[src/rtl/decode_issue_queue_pkg.sv]
// Shared types for the decode issue queue: default geometry, entry layout and age compare.
// The entry struct follows the package widths; the queue's default parameters match them.
package decode_issue_queue_pkg;
    localparam int unsigned DEPTH         = 4;
    localparam int unsigned NUM_PHYS_REGS = 36;
    localparam int unsigned SEQ_NUM_BITS  = 5;
    localparam int unsigned DATA_BITS     = 128;
    localparam int unsigned PREG_BITS     = $clog2(NUM_PHYS_REGS);
    localparam int unsigned IDX_BITS      = $clog2(DEPTH);
    localparam int unsigned PTR_BITS      = IDX_BITS + 1;
    localparam int unsigned CNT_BITS      = $clog2(DEPTH + 1);

    typedef struct packed {
        logic [DATA_BITS-1:0]            data;
        logic [SEQ_NUM_BITS-1:0]         seq_num;
        logic [1:0][PREG_BITS-1:0]       psrc;
        logic [1:0]                      pend;
    } iq_entry_t;

    // True when e is strictly younger than s, modulo the sequence-number space.
    function automatic logic seq_younger(input logic [SEQ_NUM_BITS-1:0] e,
                                         input logic [SEQ_NUM_BITS-1:0] s);
        logic [SEQ_NUM_BITS-1:0] diff;
        diff = e - s;
        return (diff[SEQ_NUM_BITS-1] == 1'b0) && (diff != {SEQ_NUM_BITS{1'b0}});
    endfunction
endpackage

[src/rtl/decode_issue_queue_wakeup_cam.sv]
// Per-entry source-preg compare against the completion broadcast; yields pending-bit clear masks.
module iq_wakeup_cam #(
    parameter int unsigned p_depth     = 4,
    parameter int unsigned p_preg_bits = 6
) (
    input  logic                             complete_val,
    input  logic                             complete_wen,
    input  logic [p_preg_bits-1:0]           complete_preg,
    input  logic [p_depth*p_preg_bits-1:0]   psrc0,
    input  logic [p_depth*p_preg_bits-1:0]   psrc1,
    output logic [p_depth-1:0]               clr0,
    output logic [p_depth-1:0]               clr1
);
    // Match every slot's two sources against the completing destination
    always_comb begin
        clr0 = {p_depth{1'b0}};
        clr1 = {p_depth{1'b0}};
        for (int i = 0; i < p_depth; i++) begin
            if (complete_val && complete_wen) begin
                clr0[i] = (psrc0[i*p_preg_bits +: p_preg_bits] == complete_preg);
                clr1[i] = (psrc1[i*p_preg_bits +: p_preg_bits] == complete_preg);
            end else begin
                clr0[i] = 1'b0;
                clr1[i] = 1'b0;
            end
        end
    end
endmodule

[src/rtl/decode_issue_queue.sv]
// In-order issue queue between rename and execute, with wakeup and squash of younger entries.
// Optional same-cycle issue of an enqueue into an empty queue: define ISSUE_BYPASS_EN.
module decode_issue_queue
    import decode_issue_queue_pkg::*;
#(
    parameter int unsigned p_depth         = DEPTH,
    parameter int unsigned p_num_phys_regs = NUM_PHYS_REGS,
    parameter int unsigned p_seq_num_bits  = SEQ_NUM_BITS,
    parameter int unsigned p_data_bits     = DATA_BITS
) (
    input  logic                                 clk,
    input  logic                                 rst_n,
    input  logic                                 enq_val,
    output logic                                 enq_rdy,
    input  logic [p_data_bits-1:0]               enq_data,
    input  logic [p_seq_num_bits-1:0]            enq_seq_num,
    input  logic [2*$clog2(p_num_phys_regs)-1:0] enq_psrc,
    input  logic [1:0]                           enq_pend,
    output logic                                 deq_val,
    input  logic                                 deq_rdy,
    output logic [p_data_bits-1:0]               deq_data,
    output logic [p_seq_num_bits-1:0]            deq_seq_num,
    output logic [2*$clog2(p_num_phys_regs)-1:0] deq_psrc,
    input  logic                                 complete_val,
    input  logic                                 complete_wen,
    input  logic [$clog2(p_num_phys_regs)-1:0]   complete_preg,
    input  logic                                 squash_val,
    input  logic [p_seq_num_bits-1:0]            squash_seq_num,
    output logic [$clog2(p_depth+1)-1:0]         count
);
    localparam int unsigned PBW = $clog2(p_num_phys_regs);
    localparam int unsigned IW  = $clog2(p_depth);
    localparam int unsigned PW  = IW + 1;
    localparam int unsigned CW  = $clog2(p_depth + 1);

    iq_entry_t         entries_q [p_depth];
    iq_entry_t         entries_d [p_depth];
    logic [PW-1:0]     head_q, head_d, tail_q, tail_d;
    logic [CW-1:0]     count_q, count_d;
    logic              init_q, init_d;

    logic [IW-1:0]     head_idx_s, tail_idx_s, slot_s;
    logic              full_s, empty_s, head_younger_s, q_deq_val_s, wake_s;
    logic              enq_xfer_s, enq_write_s, deq_from_q_s, bypass_s;
    logic [1:0]        enq_pend_eff_s;
    logic [CW-1:0]     keep_s;
    logic [p_depth-1:0]     clr0_s, clr1_s;
    logic [p_depth*PBW-1:0] cam_psrc0_s, cam_psrc1_s;

    // Flatten stored sources for the wakeup compare
    always_comb begin
        cam_psrc0_s = {(p_depth*PBW){1'b0}};
        cam_psrc1_s = {(p_depth*PBW){1'b0}};
        for (int i = 0; i < p_depth; i++) begin
            cam_psrc0_s[i*PBW +: PBW] = entries_q[i].psrc[0];
            cam_psrc1_s[i*PBW +: PBW] = entries_q[i].psrc[1];
        end
    end

    iq_wakeup_cam #(.p_depth(p_depth), .p_preg_bits(PBW)) u_cam (
        .complete_val (complete_val),
        .complete_wen (complete_wen),
        .complete_preg(complete_preg),
        .psrc0        (cam_psrc0_s),
        .psrc1        (cam_psrc1_s),
        .clr0         (clr0_s),
        .clr1         (clr1_s)
    );

    // Queue status, issue selection, and handshake outputs
    always_comb begin
        head_idx_s     = head_q[IW-1:0];
        tail_idx_s     = tail_q[IW-1:0];
        full_s         = (head_q[IW-1:0] == tail_q[IW-1:0]) && (head_q[IW] != tail_q[IW]);
        empty_s        = (head_q == tail_q);
        head_younger_s = seq_younger(entries_q[head_idx_s].seq_num, squash_seq_num);
        q_deq_val_s    = !empty_s && !entries_q[head_idx_s].pend[0] &&
                         !entries_q[head_idx_s].pend[1] && !(squash_val && head_younger_s);
        wake_s         = complete_val && complete_wen;
        enq_pend_eff_s[0] = enq_pend[0] && !(wake_s && (enq_psrc[PBW-1:0] == complete_preg));
        enq_pend_eff_s[1] = enq_pend[1] && !(wake_s && (enq_psrc[2*PBW-1:PBW] == complete_preg));
        enq_rdy        = init_q && !full_s && !squash_val;
        enq_xfer_s     = enq_val && enq_rdy;
`ifdef ISSUE_BYPASS_EN
        bypass_s       = init_q && empty_s && enq_val && !squash_val && (enq_pend_eff_s == 2'b00);
`else
        bypass_s       = 1'b0;
`endif
        if (bypass_s) begin
            deq_val     = 1'b1;
            deq_data    = enq_data;
            deq_seq_num = enq_seq_num;
            deq_psrc    = enq_psrc;
        end else begin
            deq_val     = q_deq_val_s;
            deq_data    = entries_q[head_idx_s].data;
            deq_seq_num = entries_q[head_idx_s].seq_num;
            deq_psrc    = entries_q[head_idx_s].psrc;
        end
        deq_from_q_s   = q_deq_val_s && deq_rdy && !bypass_s;
        enq_write_s    = enq_xfer_s && !(bypass_s && deq_rdy);
        count          = count_q;
    end

    // Count surviving (not younger) entries from the head; younger ones sit contiguously at the tail
    always_comb begin
        keep_s = {CW{1'b0}};
        slot_s = {IW{1'b0}};
        for (int i = 0; i < p_depth; i++) begin
            slot_s = head_idx_s + IW'(i);
            if ((CW'(i) < count_q) && !seq_younger(entries_q[slot_s].seq_num, squash_seq_num)) begin
                keep_s = keep_s + CW'(1);
            end else begin
                keep_s = keep_s;
            end
        end
    end

    // Next pointers, count and entry contents
    always_comb begin
        init_d = 1'b1;
        head_d = head_q + {{(PW-1){1'b0}}, deq_from_q_s};
        if (squash_val) begin
            tail_d  = head_q + PW'(keep_s);
            count_d = keep_s - {{(CW-1){1'b0}}, deq_from_q_s};
        end else begin
            tail_d  = tail_q + {{(PW-1){1'b0}}, enq_write_s};
            count_d = count_q + {{(CW-1){1'b0}}, enq_write_s} - {{(CW-1){1'b0}}, deq_from_q_s};
        end
        for (int i = 0; i < p_depth; i++) begin
            entries_d[i]         = entries_q[i];
            entries_d[i].pend[0] = entries_q[i].pend[0] && !clr0_s[i];
            entries_d[i].pend[1] = entries_q[i].pend[1] && !clr1_s[i];
        end
        if (enq_write_s) begin
            entries_d[tail_idx_s].data    = enq_data;
            entries_d[tail_idx_s].seq_num = enq_seq_num;
            entries_d[tail_idx_s].psrc    = enq_psrc;
            entries_d[tail_idx_s].pend    = enq_pend_eff_s;
        end else begin
            entries_d[tail_idx_s] = entries_d[tail_idx_s];
        end
    end

    // State registers
    always_ff @(posedge clk or negedge rst_n) begin
        if (!rst_n) begin
            head_q  <= {PW{1'b0}};
            tail_q  <= {PW{1'b0}};
            count_q <= {CW{1'b0}};
            init_q  <= 1'b0;
            for (int i = 0; i < p_depth; i++) begin
                entries_q[i] <= '0;
            end
        end else begin
            head_q  <= head_d;
            tail_q  <= tail_d;
            count_q <= count_d;
            init_q  <= init_d;
            for (int i = 0; i < p_depth; i++) begin
                entries_q[i] <= entries_d[i];
            end
        end
    end
endmodule
[config.mk]
export PLATFORM = sky130hd
export DESIGN_NAME = decode_issue_queue
export DESIGN_NICKNAME = d
export VERILOG_FILES = /design/src/rtl/decode_issue_queue_pkg.sv /design/src/rtl/decode_issue_queue_wakeup_cam.sv /design/src/rtl/decode_issue_queue.sv
export SDC_FILE = /design/constraint.sdc
export NUM_CORES = 1
export LEC_CHECK = 0
export ABC_AREA = 1
export BUFFER_PORTS_ARGS = -buffer_cell sky130_fd_sc_hd__buf_4
export CAP_MARGIN = 20
export CORE_ASPECT_RATIO = 2
export CORE_MARGIN = 2
export CORE_UTILIZATION = 27
export DETAILED_ROUTE_END_ITERATION = 8
export PLACE_DENSITY = 0.5
export SLEW_MARGIN = 10
export SYNTH_ARGS = -nofsm -noshare
export SYNTH_HDL_FRONTEND = slang
export SYNTH_SLANG_ARGS = --single-unit
[constraint.sdc]
create_clock -name clk -period 5.3 [get_ports clk]
set_input_delay 0.53 -clock clk [delete_from_list [all_inputs] [get_ports clk]]
set_output_delay 0.53 -clock clk [all_outputs]
set_load 0.01 [all_outputs]
==> flow_metrics.py, run 1 <==
metrics = {
    "cells_and_area": {
        "nNetsFinal": 4301,
        "fillers": 12400,
        "syn_to_final_growth_pct": 18.2,
        "regArea_um2": 15000,
        "final_core_util_pct": 32.2,
        "multi_input_area_um2": 14700,
        "drive_above_1_share_pct": 12.1,
        "fin_area_um2": 37000,
    },
    "routing": {
        "first_iter_violations": 2130,
        "via_per_inst": 5.25,
        "dr.pass1.iters": 6,
        "vias": 29755,
        "antenna_left": 0,
        "route.detailed.drc": 0,
        "routedWlPerCell_um": 21.0,
        "routed_wl_mm": 119,
    },
    "floorplanning": {
        "io-pin-count": 315,
        "fp.dieW_um": 245,
        "dieArea_um2": 119000,
        "row_count": 176,
        "fp.dieH_um": 486,
        "core_area_um2": 115000,
        "initial_core_util_pct": 27.3,
    },
    "placement": {
        "detailedPlace.worstSlack_ns": 0.587,
        "placed_area_um2": 34900,
        "numPortBuffers": 314,
        "dp_hpwl_mm": 70.6,
        "globalplace.congestion": 0.874,
    },
    "synthesis": {
        "synth.top_cells.by_area": "dfrtp_1, nand2_1, o21ai_0, nand4_1, o21ai_1",
        "syn_area_per_cell_um2": 7.83,
        "synthArstFlopShare_pct": 100,
        "ys_ff_latch": 598,
        "synth_area_leader_cell": "dfrtp_1",
        "synth_nets": 4201,
        "syn_inst": 4000,
        "ys_types": 44,
        "synth_top_area_share_pct": 47.8,
        "ys_warn_count": 0,
        "syn-cell-area_um2": 31300,
        "synth_ff_type": "dfrtp_1",
        "yosysSeqAreaShare_pct": 47.8,
        "synth_edf_count": 0,
    },
    "timing": {
        "setup_slack_ns": 0.631,
        "slew_headroom_pct": 28.9,
        "rsz0062_at_grt": "no",
        "max_freq_mhz": 214,
        "fin_setup_tns_ns": 0,
        "worst_pin_slew_ns": 1.07,
        "finalMaxSlewViolations": 0,
        "timing.final.crit_period_ns": 4.67,
        "period_share_pct": 88.1,
        "clock_skew_ns": 0.0279,
        "setup_viol": 0,
        "hold_viol_final": 0,
    },
    "cts": {
        "cts_tree": "built",
        "cts_htree_levels": 3,
        "cts_buffers": 66,
        "clockBufferDepth": 3,
        "clock-sinks": 598,
        "path_clk_slew_ns": 0.06,
        "cts_setup_buffers": 0,
        "cts.repair.resized": 0,
        "holdBufCountCts": 1,
        "clk_latency_ns": 0.63,
        "root_buffer": "clkbuf_16",
    },
    "setup_path": {
        "crit_path_end": "tail_q[2]",
        "endpoint_kind": "register",
        "crit_start": "head_q[0]",
        "cp_max_fo": 11,
        "r2r_cells": 23,
        "cp.arrival_ns": 5.19,
        "reg2reg_from": "head_q[0]",
        "r2r_slack_ns": 0.63,
        "required_ns": 5.82,
        "r2r_end": "tail_q[2]",
        "critPathKind": "reg -> reg",
        "start_kind": "register",
    },
    "grt": {
        "antenna_found_initial": 2,
        "grt_pass1_wl_mm": 184,
        "overflow": 0,
        "grt_pass1_vias": 29821,
        "grt_max_degree": 167,
        "grt_use_total_pct": 19.8,
    },
    "pwr": {
        "finalPower_mw": 27.6,
        "p_per_area_nw_per_um2": 745,
        "ir_worst_vdd_mv": 0.757,
        "leakage_nw": 16.1,
    },
    "run_status": {
        "outcome": "finished, final reports clean",
    },
    "hold_path": {
        "hp-class": "in -> reg",
    },
    "flow_run": {
        "maxCapViolCount": 0,
    },
}
worst max-delay path, cell delays in order, from the launching register on:
cell	delay, ns
dfrtp_4	0.54
nand2_1	0.27
nand2_1	0.28
o21ai_0	0.24
ha_1	0.17
inv_1	0.06
fa_1	0.42
nand3_1	0.09
nand2_1	0.07
xor2_1	0.15
or2_2	0.27
nand3_1	0.13
nand2_1	0.09
ha_1	0.35
xnor2_2	0.22
xnor2_1	0.18
ha_1	0.19
inv_1	0.05
fa_1	0.39
xor2_1	0.16
inv_1	0.06
nand3_1	0.07
nand3_1	0.08
nand2_1	0.05
layer usage:
layer | global-route usage (%) | routed length [µm]
met3 | 3.60 | 7100
met4 | 8.57 | 4460
met1 | 23.4 | 47500
met5 | 0 | 0
met2 | 34.9 | 59700
power breakdown:
part	internal [mW]	switching, mW
sequential	6.59	1.63
clock	2.64	2.06
combinational	4.89	9.81
area by class of cell:
cell class | count | share of cell area, %
antenna | 2 | 0.0135
multi-input combinational | 2973 | 39.6
timing repair buffer | 361 | 7.95
clock inverter | 24 | 0.652
sequential | 598 | 40.4
inverter | 100 | 1.13
clock buffer | 92 | 5.14
tap | 1513 | 5.11
state kept, by name, summed over array words and instances, names as in the netlist:
name,count
head_q,3
cam_psrc0_s,24
init_q,1
cam_psrc1_s,24
tail_q,3
entries_q,540
count,3
cells in the final DEF (no fill, tap or decap), drive strengths merged, types with 4 or more instances in the layout:
cell / n
a31oi: 4
ha: 30
nor2: 27
o211ai: 15
xor2: 21
inv: 102
clkbuf: 92
nand4: 270
dfrtp: 598
o21ai: 792
a211oi: 4
xnor2: 13
nor3: 7
a21oi: 12
a22oi: 152
nand2: 1283
o2111ai: 8
nand3: 299
o22ai: 10
clkinv: 17
buf: 360
fa: 6
kinds of logic after synthesis:
logic type	after synthesis	synth area share, %
flip-flops	598	47.8
AO/OA/AOI/OAI	1010	18.0
AND/OR/NAND/NOR	1892	26.1
adder cells (fa/ha/maj)	36	1.58
other	1	0.0120
XOR/XNOR	34	0.975
buffers and inverters	429	5.54
metrics by stage:
| step | cells | hold slack, ns |
|---|---|---|
| after floorplan | 4000 | 0.234 |
| after global placement | 5544 | 0.468 |
| after detailed placement | 5544 | 0.474 |
| after CTS | 5661 | 0.0887 |
| after global routing | 5663 | 0.128 |
| final | 5663 | 0.157 |
synthesized netlist by cell type, types with 7 or more instances:
cell type	n
a21oi_1	12
a22oi_1	152
buf_1	24
buf_2	35
buf_4	20
clkbuf_1	249
dfrtp_1	598
ha_1	30
inv_1	91
nand2_1	1282
nand3_1	299
nand4_1	270
nor2_1	26
nor3_1	7
o2111ai_1	8
o211ai_1	15
o21ai_0	470
o21ai_1	306
o21ai_2	16
o22ai_1	10
xnor2_1	12
xor2_1	21
how the worst min path moves through the flow:
stage | from | end | slack [ns] | cells past startpoint
2_1_floorplan | rst_n | cam_psrc0_s[0] | 0.23 | 0
3_3_place_gp | cam_psrc0_s[20] | cam_psrc0_s[20] | 0.47 | 2
3_5_place_dp | cam_psrc0_s[18] | cam_psrc0_s[18] | 0.47 | 2
4_1_cts | squash_val | tail_q[0] | 0.09 | 3
5_1_grt | squash_val | tail_q[0] | 0.13 | 3
6_report | squash_val | tail_q[0] | 0.16 | 3
No activity file was read; power rests on OpenSTA's default activity.
==> inputs of run 2 (changes only) <==
Settings changed: CORE_ASPECT_RATIO 2 to 1.2, REMOVE_ABC_BUFFERS from default to 1.
==> run 2 against run 1 <==
Count of clock-buffer cells in the layout increased by 22; final cell count increased by 0.41%; global-route usage decreased by 1.2 points; design area increased by 0.83%; die area decreased by 0.13%; sequential cell count unchanged; critical path depth increased by 1; critical endpoint unchanged.
==> flow_metrics.py, run 2 (synthesized netlist as in run 1, its figures left out) <==
metrics = {
    "run_status": {
        "outcome": "finished, final reports clean",
    },
    "floorplanning": {
        "fp.dieW_um": 315,
        "fp.dieH_um": 377,
        "dieArea_um2": 119000,
        "io-pin-count": 315,
        "initial_core_util_pct": 27.3,
        "core_area_um2": 115000,
        "row_count": 136,
    },
    "grt": {
        "grt_max_degree": 171,
        "grt_pass1_vias": 28569,
        "overflow": 0,
        "grt_use_total_pct": 18.7,
        "grt_pass1_wl_mm": 174,
        "antenna_found_initial": 3,
    },
    "placement": {
        "dp_hpwl_mm": 64.9,
        "globalplace.congestion": 0.863,
        "numPortBuffers": 314,
        "detailedPlace.worstSlack_ns": 0.363,
    },
    "routing": {
        "routedWlPerCell_um": 19.8,
        "routed_wl_mm": 112,
        "vias": 29483,
        "via_per_inst": 5.19,
        "first_iter_violations": 2528,
        "dr.pass1.iters": 5,
        "antenna_left": 0,
        "route.detailed.drc": 0,
    },
    "timing": {
        "whs_ns": 0.139,
        "setup_viol": 0,
        "worst_pin_slew_ns": 1.09,
        "period_share_pct": 90.5,
        "clock_skew_ns": 0.0391,
        "setup_slack_ns": 0.501,
        "hold_viol_final": 0,
        "rsz0062_at_grt": "no",
        "slew_headroom_pct": 27.0,
        "max_freq_mhz": 208,
        "finalMaxSlewViolations": 0,
        "timing.final.crit_period_ns": 4.80,
    },
    "cells_and_area": {
        "final_common_cell": "nand2_1",
        "largest_register": "entries_q",
        "largest_reg_flops": 540,
        "most-common-layout-cells": "nand2_1, dfrtp_1, o21ai_0",
        "fillers": 12340,
        "nNetsFinal": 4312,
        "syn_to_final_growth_pct": 19.2,
        "final_core_util_pct": 32.5,
        "drive_above_1_share_pct": 12.3,
    },
    "setup_path": {
        "cp.arrival_ns": 5.39,
        "cp_max_fo": 20,
        "required_ns": 5.89,
        "crit_start": "head_q[0]",
        "reg2reg_from": "head_q[0]",
        "endpoint_kind": "register",
        "critPathKind": "reg -> reg",
        "start_kind": "register",
    },
    "cts": {
        "clk_latency_ns": 0.68,
        "cts_buffers": 75,
        "path_clk_slew_ns": 0.06,
        "clockBufferDepth": 3,
        "cts_setup_buffers": 0,
        "cts_htree_levels": 3,
        "clock-sinks": 598,
        "root_buffer": "clkbuf_16",
        "cts_tree": "built",
    },
    "pwr": {
        "p_per_area_nw_per_um2": 746,
        "finalPower_mw": 27.9,
        "ir_worst_vdd_mv": 0.409,
        "leakage_nw": 16.3,
    },
    "hold_path": {
        "hp-class": "in -> reg",
        "min-delay-start": "squash_val",
    },
    "flow_run": {
        "maxCapViolCount": 0,
    },
}
## run 2: changes by cell type in the layout (fill, tap and decap cells not counted), moves of 3 or more
cell / delta
clkbuf_8: +6
bufinv_16: +3
clkbuf_1: +7
inv_6: -3
buf_4: +6
clkbuf_16: +9
buf_12: -4
clkinv_2: -3
## run 2: metrics by stage
| stage | TNS [ns] | instances | area [µm²] |
|---|---|---|---|
| after floorplan | -3745.30 | 3671 | 30000 |
| after global placement | 0 | 5551 | 34900 |
| after detailed placement | 0 | 5551 | 34900 |
| after CTS | 0 | 5683 | 37300 |
| after global routing | 0 | 5684 | 37300 |
| final | 0 | 5686 | 37300 |
## run 2: worst paths after layout
path / end / cells after the start / slack (ns)
setup / recovery: tail_q[2] / 24 / 0.50
hold / removal: tail_q[0] / 3 / 0.14
setup reg to reg: tail_q[2] / 24 / 0.50
hold reg to reg: entries_q[161] / 2 / 0.49
max in group asynchronous: entries_q[358] / 3 / 3.46
min in group asynchronous: entries_q[485] / 2 / 0.55
## run 2: per-layer routing
metal	part of all wire, %	GRT usage [%]	vias up
li1	-	-	14069
met1	45	25.0	14328
met5	0	0	-
met4	2.2	5.73	0
met3	6.4	3.48	151
met2	47	30.4	935
## run 2: layout make-up
type / count / area (µm²) / area share [%]
clock buffers: 114 / 2240 / 5.99
flip-flops and latches: 598 / 15000 / 40.1
well taps: 1518 / 1900 / 5.09
repair buffers: 363 / 2910 / 7.79
clock inverters: 17 / 238 / 0.637
inverters: 100 / 418 / 1.12
diodes: 3 / 7.51 / 0.0201
multi-input cells: 2973 / 14700 / 39.3
## run 2: where the power goes
part           leakage (nW)  internal (mW)  switching [mW]  total [mW]
clock network          1.21           3.14            2.09        5.24
logic                  7.45           4.82            9.62        14.4
registers              7.65           6.59            1.59        8.19
total                  16.3           14.6            13.3        27.9
## run 2: critical path, stage by stage (launching register included)
cell and delay (ns):
dfrtp_4 0.52, inv_6 0.18, nand2_1 0.28, nand2_2 0.29, nand2_1 0.07, o21ai_0 0.08, ha_1 0.17, inv_1 0.06
fa_1 0.43, nand3_1 0.09, nand2_1 0.07, xor2_1 0.15, or2_2 0.27, nand3_1 0.10, nand2_1 0.08, ha_1 0.34
xnor2_2 0.22, ha_1 0.27, o21ai_0 0.33, fa_1 0.26, xor2_1 0.18, inv_1 0.06, nand3_1 0.08, nand3_1 0.08
nand2_1 0.06
## run 2: repair_timing
action,CTS,global route
endpoints found under the hold margin,92,0
setup endpoints to repair,0,1
hold buffers,1,0
resized for setup,0,1
